`config.mk`:
```
export PLATFORM = sky130hd
export DESIGN_NAME = sci_ctrl
export DESIGN_NICKNAME = d
export VERILOG_FILES = /design/src/rtl/sci_pkg.sv /design/src/rtl/sci_decode.sv /design/src/rtl/sci_ctrl.sv
export SDC_FILE = /design/constraint.sdc
export NUM_CORES = 1
export LEC_CHECK = 0
export ABC_AREA = 1
export BUFFER_PORTS_ARGS = -buffer_cell sky130_fd_sc_hd__buf_2
export CORE_MARGIN = 4
export CORE_UTILIZATION = 49
export CTS_BUF_LIST = sky130_fd_sc_hd__clkbuf_4 sky130_fd_sc_hd__clkbuf_8
export DETAILED_ROUTE_END_ITERATION = 12
export PLACE_DENSITY = 0.86
export RECOVER_POWER = 100
export SLEW_MARGIN = 20
export SYNTH_ARGS = -nofsm -noshare
export SYNTH_HDL_FRONTEND = slang
export SYNTH_SLANG_ARGS = --single-unit
export TNS_END_PERCENT = 30
```
`constraint.sdc`:
```
create_clock -name clk -period 2 [get_ports clk]
set_clock_uncertainty 0.15 [all_clocks]
set_input_delay 0.1 -clock clk [delete_from_list [all_inputs] [get_ports clk]]
set_output_delay 0.1 -clock clk [all_outputs]
set_load 0.03 [all_outputs]
```
`src/rtl/sci_pkg.sv`:
```
// Shared constants for the single-cycle-issue add datapath sequencer.
// Optional feature macro: SCI_CTRL_SINGLE_STEP_EN (adds the PAUSE state).
package sci_pkg;

  // Binary-encoded sequencer states.
  typedef enum logic [2:0] {
    S_IDLE   = 3'd0,
    S_FETCH  = 3'd1,
    S_DECODE = 3'd2,
    S_EXEC   = 3'd3,
    S_WB     = 3'd4,
`ifdef SCI_CTRL_SINGLE_STEP_EN
    S_HALT   = 3'd5,
    S_PAUSE  = 3'd6
`else
    S_HALT   = 3'd5
`endif
  } state_e;

  // Opcode field instr[31:26].
  localparam logic [5:0] OP_RTYPE = 6'h00;
  localparam logic [5:0] OP_HALT  = 6'h3F;

  // R-type funct field instr[5:0].
  localparam logic [5:0] F_ADD = 6'h20;
  localparam logic [5:0] F_SUB = 6'h22;
  localparam logic [5:0] F_AND = 6'h24;
  localparam logic [5:0] F_OR  = 6'h25;

  // ALU operation select, same encoding the alu consumes.
  localparam logic [1:0] ALU_ADD = 2'b00;
  localparam logic [1:0] ALU_SUB = 2'b01;
  localparam logic [1:0] ALU_AND = 2'b10;
  localparam logic [1:0] ALU_OR  = 2'b11;

  // Result of decoding one instruction word.
  typedef struct packed {
    logic [1:0] alu_op;
    logic       legal;
    logic       is_halt;
  } dec_t;

endpackage

```
`src/rtl/sci_decode.sv`:
```
// Combinational instruction decoder: opcode/funct -> alu_op, legal, is_halt.
module sci_decode
  import sci_pkg::*;
(
  input  logic [5:0] opcode_i,
  input  logic [5:0] funct_i,
  output dec_t       dec_o
);

  // HALT wins over everything; only the four R-type functs are legal.
  always_comb begin
    dec_o = '{alu_op: ALU_ADD, legal: 1'b0, is_halt: 1'b0};
    if (opcode_i == OP_HALT) begin
      dec_o.is_halt = 1'b1;
    end else if (opcode_i == OP_RTYPE) begin
      case (funct_i)
        F_ADD:   dec_o = '{alu_op: ALU_ADD, legal: 1'b1, is_halt: 1'b0};
        F_SUB:   dec_o = '{alu_op: ALU_SUB, legal: 1'b1, is_halt: 1'b0};
        F_AND:   dec_o = '{alu_op: ALU_AND, legal: 1'b1, is_halt: 1'b0};
        F_OR:    dec_o = '{alu_op: ALU_OR,  legal: 1'b1, is_halt: 1'b0};
        default: dec_o = '{alu_op: ALU_ADD, legal: 1'b0, is_halt: 1'b0};
      endcase
    end
  end

endmodule

```
`src/rtl/sci_ctrl.sv`:
```
// Multicycle sequencer: one clock, one-hot stage strobes FETCH/DECODE/EXEC/WB,
// R-type decode into alu_op, gated writeback, retired-instruction counter.
// Optional feature macro: SCI_CTRL_SINGLE_STEP_EN (adds step input and PAUSE).
module sci_ctrl
  import sci_pkg::*;
#(
  parameter int CNT_W     = 16,
  parameter int MAX_INSTR = 0
) (
  input  logic             clk,
  input  logic             rst,
  input  logic             start,
`ifdef SCI_CTRL_SINGLE_STEP_EN
  input  logic             step,
`endif
  input  logic [31:0]      instr,
  output logic             pc_en,
  output logic             instr_en,
  output logic             rf_rd_en,
  output logic             alu_en,
  output logic             reg_write,
  output logic [1:0]       alu_op,
  output logic             busy,
  output logic             halted,
  output logic             illegal,
  output logic [CNT_W-1:0] instr_count
);

  state_e           state_q, state_d;
  logic [1:0]       op_q, op_d;
  logic             wr_q, wr_d;     // legal and rd != 0, captured in DECODE
  logic             ill_q, ill_d;
  logic [CNT_W-1:0] cnt_q, cnt_d;
  logic [CNT_W-1:0] cnt_inc;
  logic             limit_hit;
  dec_t             dec;

  // Fields not consumed by the sequencer (rs, rt, shamt).
  logic unused_instr;
  assign unused_instr = ^{instr[25:16], instr[10:6]};

  sci_decode u_dec (
    .opcode_i (instr[31:26]),
    .funct_i  (instr[5:0]),
    .dec_o    (dec)
  );

  // Saturating increment and optional retire limit on the post-increment value.
  assign cnt_inc   = (cnt_q == {CNT_W{1'b1}}) ? cnt_q : cnt_q + CNT_W'(1);
  assign limit_hit = (MAX_INSTR != 0) && (cnt_inc == CNT_W'(MAX_INSTR));

  // State and datapath-control registers, synchronous reset.
  always_ff @(posedge clk) begin
    if (rst) begin
      state_q <= S_IDLE;
      op_q    <= ALU_ADD;
      wr_q    <= 1'b0;
      ill_q   <= 1'b0;
      cnt_q   <= '0;
    end else begin
      state_q <= state_d;
      op_q    <= op_d;
      wr_q    <= wr_d;
      ill_q   <= ill_d;
      cnt_q   <= cnt_d;
    end
  end

  // Next-state logic plus decode capture and retire counting.
  always_comb begin
    state_d = state_q;
    op_d    = op_q;
    wr_d    = wr_q;
    ill_d   = ill_q;
    cnt_d   = cnt_q;
    case (state_q)
      S_IDLE:   if (start) state_d = S_FETCH;
      S_FETCH:  state_d = S_DECODE;
      S_DECODE: begin
        if (dec.is_halt) begin
          state_d = S_HALT;
        end else begin
          op_d    = dec.alu_op;
          wr_d    = dec.legal && (instr[15:11] != 5'd0);
          ill_d   = ill_q | ~dec.legal;
          state_d = S_EXEC;
        end
      end
      S_EXEC:   state_d = S_WB;
      S_WB: begin
        cnt_d = cnt_inc;
        if (limit_hit)
          state_d = S_HALT;
        else
`ifdef SCI_CTRL_SINGLE_STEP_EN
          state_d = S_PAUSE;
`else
          state_d = S_FETCH;
`endif
      end
`ifdef SCI_CTRL_SINGLE_STEP_EN
      S_PAUSE:  if (step) state_d = S_FETCH;
`endif
      S_HALT:   state_d = S_HALT;
      default:  state_d = S_IDLE;
    endcase
  end

  // Moore strobes decoded from the state register only.
  always_comb begin
    instr_en  = (state_q == S_FETCH);
    rf_rd_en  = (state_q == S_DECODE);
    alu_en    = (state_q == S_EXEC);
    pc_en     = (state_q == S_WB);
    reg_write = (state_q == S_WB) && wr_q;
    busy      = (state_q != S_IDLE) && (state_q != S_HALT);
    halted    = (state_q == S_HALT);
  end

  assign alu_op      = op_q;
  assign illegal     = ill_q;
  assign instr_count = cnt_q;

endmodule
```
==> results.cfg <==
[hold_path]
worstHoldPathCells = 5
hold_start = instr[15]
hold_path_class = input pin to flip-flop
min_to = wr_q

[routing]
drt.antenna.violating_nets = 0
post_drt_wl_per_cell_um = 10.9
num_vias = 1539
vias_per_cell = 5.10
wl_um = 3300
route.detailed.drc = 0
first_iter_violations = 96
firstDrtPassIters = 4

[place]
dpl.hpwl_um = 2460
gp_congestion = 0.835
place_area_mm2 = 0.00167
port_buffers = 45

[cells_and_area]
final_area_mm2 = 0.00166
fill_cells = 294
layout_commonest_cell = nand2_1
finish.utilization_pct = 59.6
fin_nets = 308
area_growth_pct = 16.1
diodes = 0
final_cell_mix = nand2_1, nor2_1, inv_1, clkbuf_1, dfxtp_1
drive_above_1_share_pct = 15.9

[grt]
overflow = 0
antenna_found_initial = 0
grt_max_degree = 18
grt_usage_pct = 18.3
grt_pass1_wl_um = 5280
grt_pass1_vias = 1294

[worst_setup_path]
crit_path_top_delay_cell = dfxtp_1
cp_top_family = flip-flops
crit_path_max_fanout = 12
cp_slowest_stage_delay_ns = 0.43
path_cells = ha_1 -> inv_1 -> nor2_1 -> nand2_1 -> o21ai_0 -> buf_4 -> nand2_1 -> a21oi_2
cp-end-kind = flip-flop
worstSetupStartpointType = flip-flop
critPathArrivalTime_ns = 1.92
rr_startpoint = instr_count[1]
cpMostUsedCell = nand2_1
r2r_slack_ns = 0.19
reg2reg_to = instr_count[3]
crit_required_ns = 2.11
cp.buffers_inverters = 2
path_class = flip-flop to flip-flop
reg2regPathDepth = 8

[run]
maxCapViolCount = 0

[cts]
clock_path_buffers = 2
tritoncts = built
post_cts_buffers = 0
clkLatencyLatePin_ns = 0.32
path_clk_slew_ns = 0.13
cts.sinks = 23
htreeDepth = 1
cts_buffers = 3
cts_root_buf = clkbuf_4

[floorplanning]
core_area_mm2 = 0.00278
num_io_pins = 61
die_width_um = 62
die_h_um = 62
start_util_pct = 51.4
std_cell_rows = 19
die-area_mm2 = 0.00384

[synthesis]
ys_seq_elements = 23
synth_area_per_cell_um2 = 6.44
synth_cells = 222
synth_warnings = 0
synth.net_count = 258
synth.cell_area_mm2 = 0.00143
synth.distinct_cells = 25
yosysSeqAreaShare_pct = 32.2

[power_and_ir_drop]
p_per_area_mw_per_mm2 = 514
leakagePower_nw = 0.668
ir_worst_vdd_mv = 0.426

[timing]
whs_ns = 0.0195
finalSetupViolCount = 0
tns_ns = 0
fmax_mhz = 552
finalHoldViolations = 0
min_period_ns = 1.81
post-route-period-util_pct = 90.6
worstMarginPinSlew_ns = 0.456
rsz0062_at_grt = false
slew_violations = 0
slew_headroom_pct = 69.3

[status]
outcome = finished, final reports clean
-- Yosys cell counts (all sizes together) --
master   n  area, µm²
nand2   67        262
or2      1       6.26
dfxtp   23        460
ha       1       12.5
buf      3       37.5
nand3   14       70.1
clkbuf   1       3.75
nand4    6       37.5
xnor2    3       26.3
nand3b   1       7.51
nor3     6       35.0
nor4     1       6.26
inv     25       93.8
nor2    44        188
a21oi   16        118
clkinv   1       5.00
xor2     3       26.3
o21ai    6       33.8
-- how the worst max path moves through the flow --
| stage | cells after the start | slack (ns) | end | start |
|---|---|---|---|---|
| global route | 8 | 0.06 | instr_count[7] | instr_count[1] |
| detailed placement | 8 | 0.29 | instr_count[3] | instr_count[1] |
| global placement | 8 | 0.34 | instr_count[9] | instr_count[1] |
| floorplan | 3 | 0.12 | busy | state_q[2] |
| finish | 8 | 0.19 | instr_count[3] | instr_count[1] |
| CTS | 8 | 0.26 | instr_count[1] | instr_count[1] |
-- cell families after synthesis --
group | after synthesis | share of synthesized area [%]
xor gates and xnor gates | 6 | 3.68
DFF | 23 | 32.2
and+or+nand+nor | 140 | 42.8
buffers and inverters | 30 | 9.81
adders and majority gates | 1 | 0.876
AOI/OAI and AO/OA | 22 | 10.6
-- flip-flops by register name, summed over array words and instances, names as in the netlist --
name and count:
wr_q 1, instr_count 16, illegal 1, state_q 3, alu_op 2
-- final cells by class --
cell class	instances	area, µm²	share of cell area [%]
Timing Repair Buffer	49	226	13.7
Sequential cell	23	460	27.8
Inverter	26	98.8	5.96
Tap cell	31	38.8	2.34
Multi-Input combinational cell	169	805	48.5
Clock buffer	4	30.0	1.81
-- metal layers --
layer	GRT usage [%]	wire length, µm	up-vias
met3	2.27	216	4
met4	8.79	61	0
met5	0	0	-
li1	-	-	802
met2	29.4	1500	44
met1	24.2	1510	689
-- worst register-to-register path: cells and delay by family, from the launching register on --
family | cells | cell delay, ns
flops | 1 | 0.43
compound gates | 2 | 0.31
simple gates | 3 | 0.29
fa+ha+maj | 1 | 0.29
buf+inv | 2 | 0.28
-- where the power goes --
part | internal, mW | total [mW] | switching (mW)
sequential | 0.469 | 0.478 | 0.00898
combinational | 0.0443 | 0.140 | 0.0957
clock | 0.0916 | 0.235 | 0.144
total | 0.605 | 0.853 | 0.249
-- repair_timing --
item,CTS,global route
hold endpoints to repair,1,0
gates resized for setup,0,0
hold buffers,1,0
-- per-stage QoR --
step	cells	power (mW)	setup WS, ns
global route	302	0.889	0.0600
global placement	297	0.629	0.342
finish	302	0.853	0.188
detailed placement	297	0.633	0.288
CTS	302	0.865	0.255
floorplan	222	0.586	0.116
(Power assumes the default switching activity.)
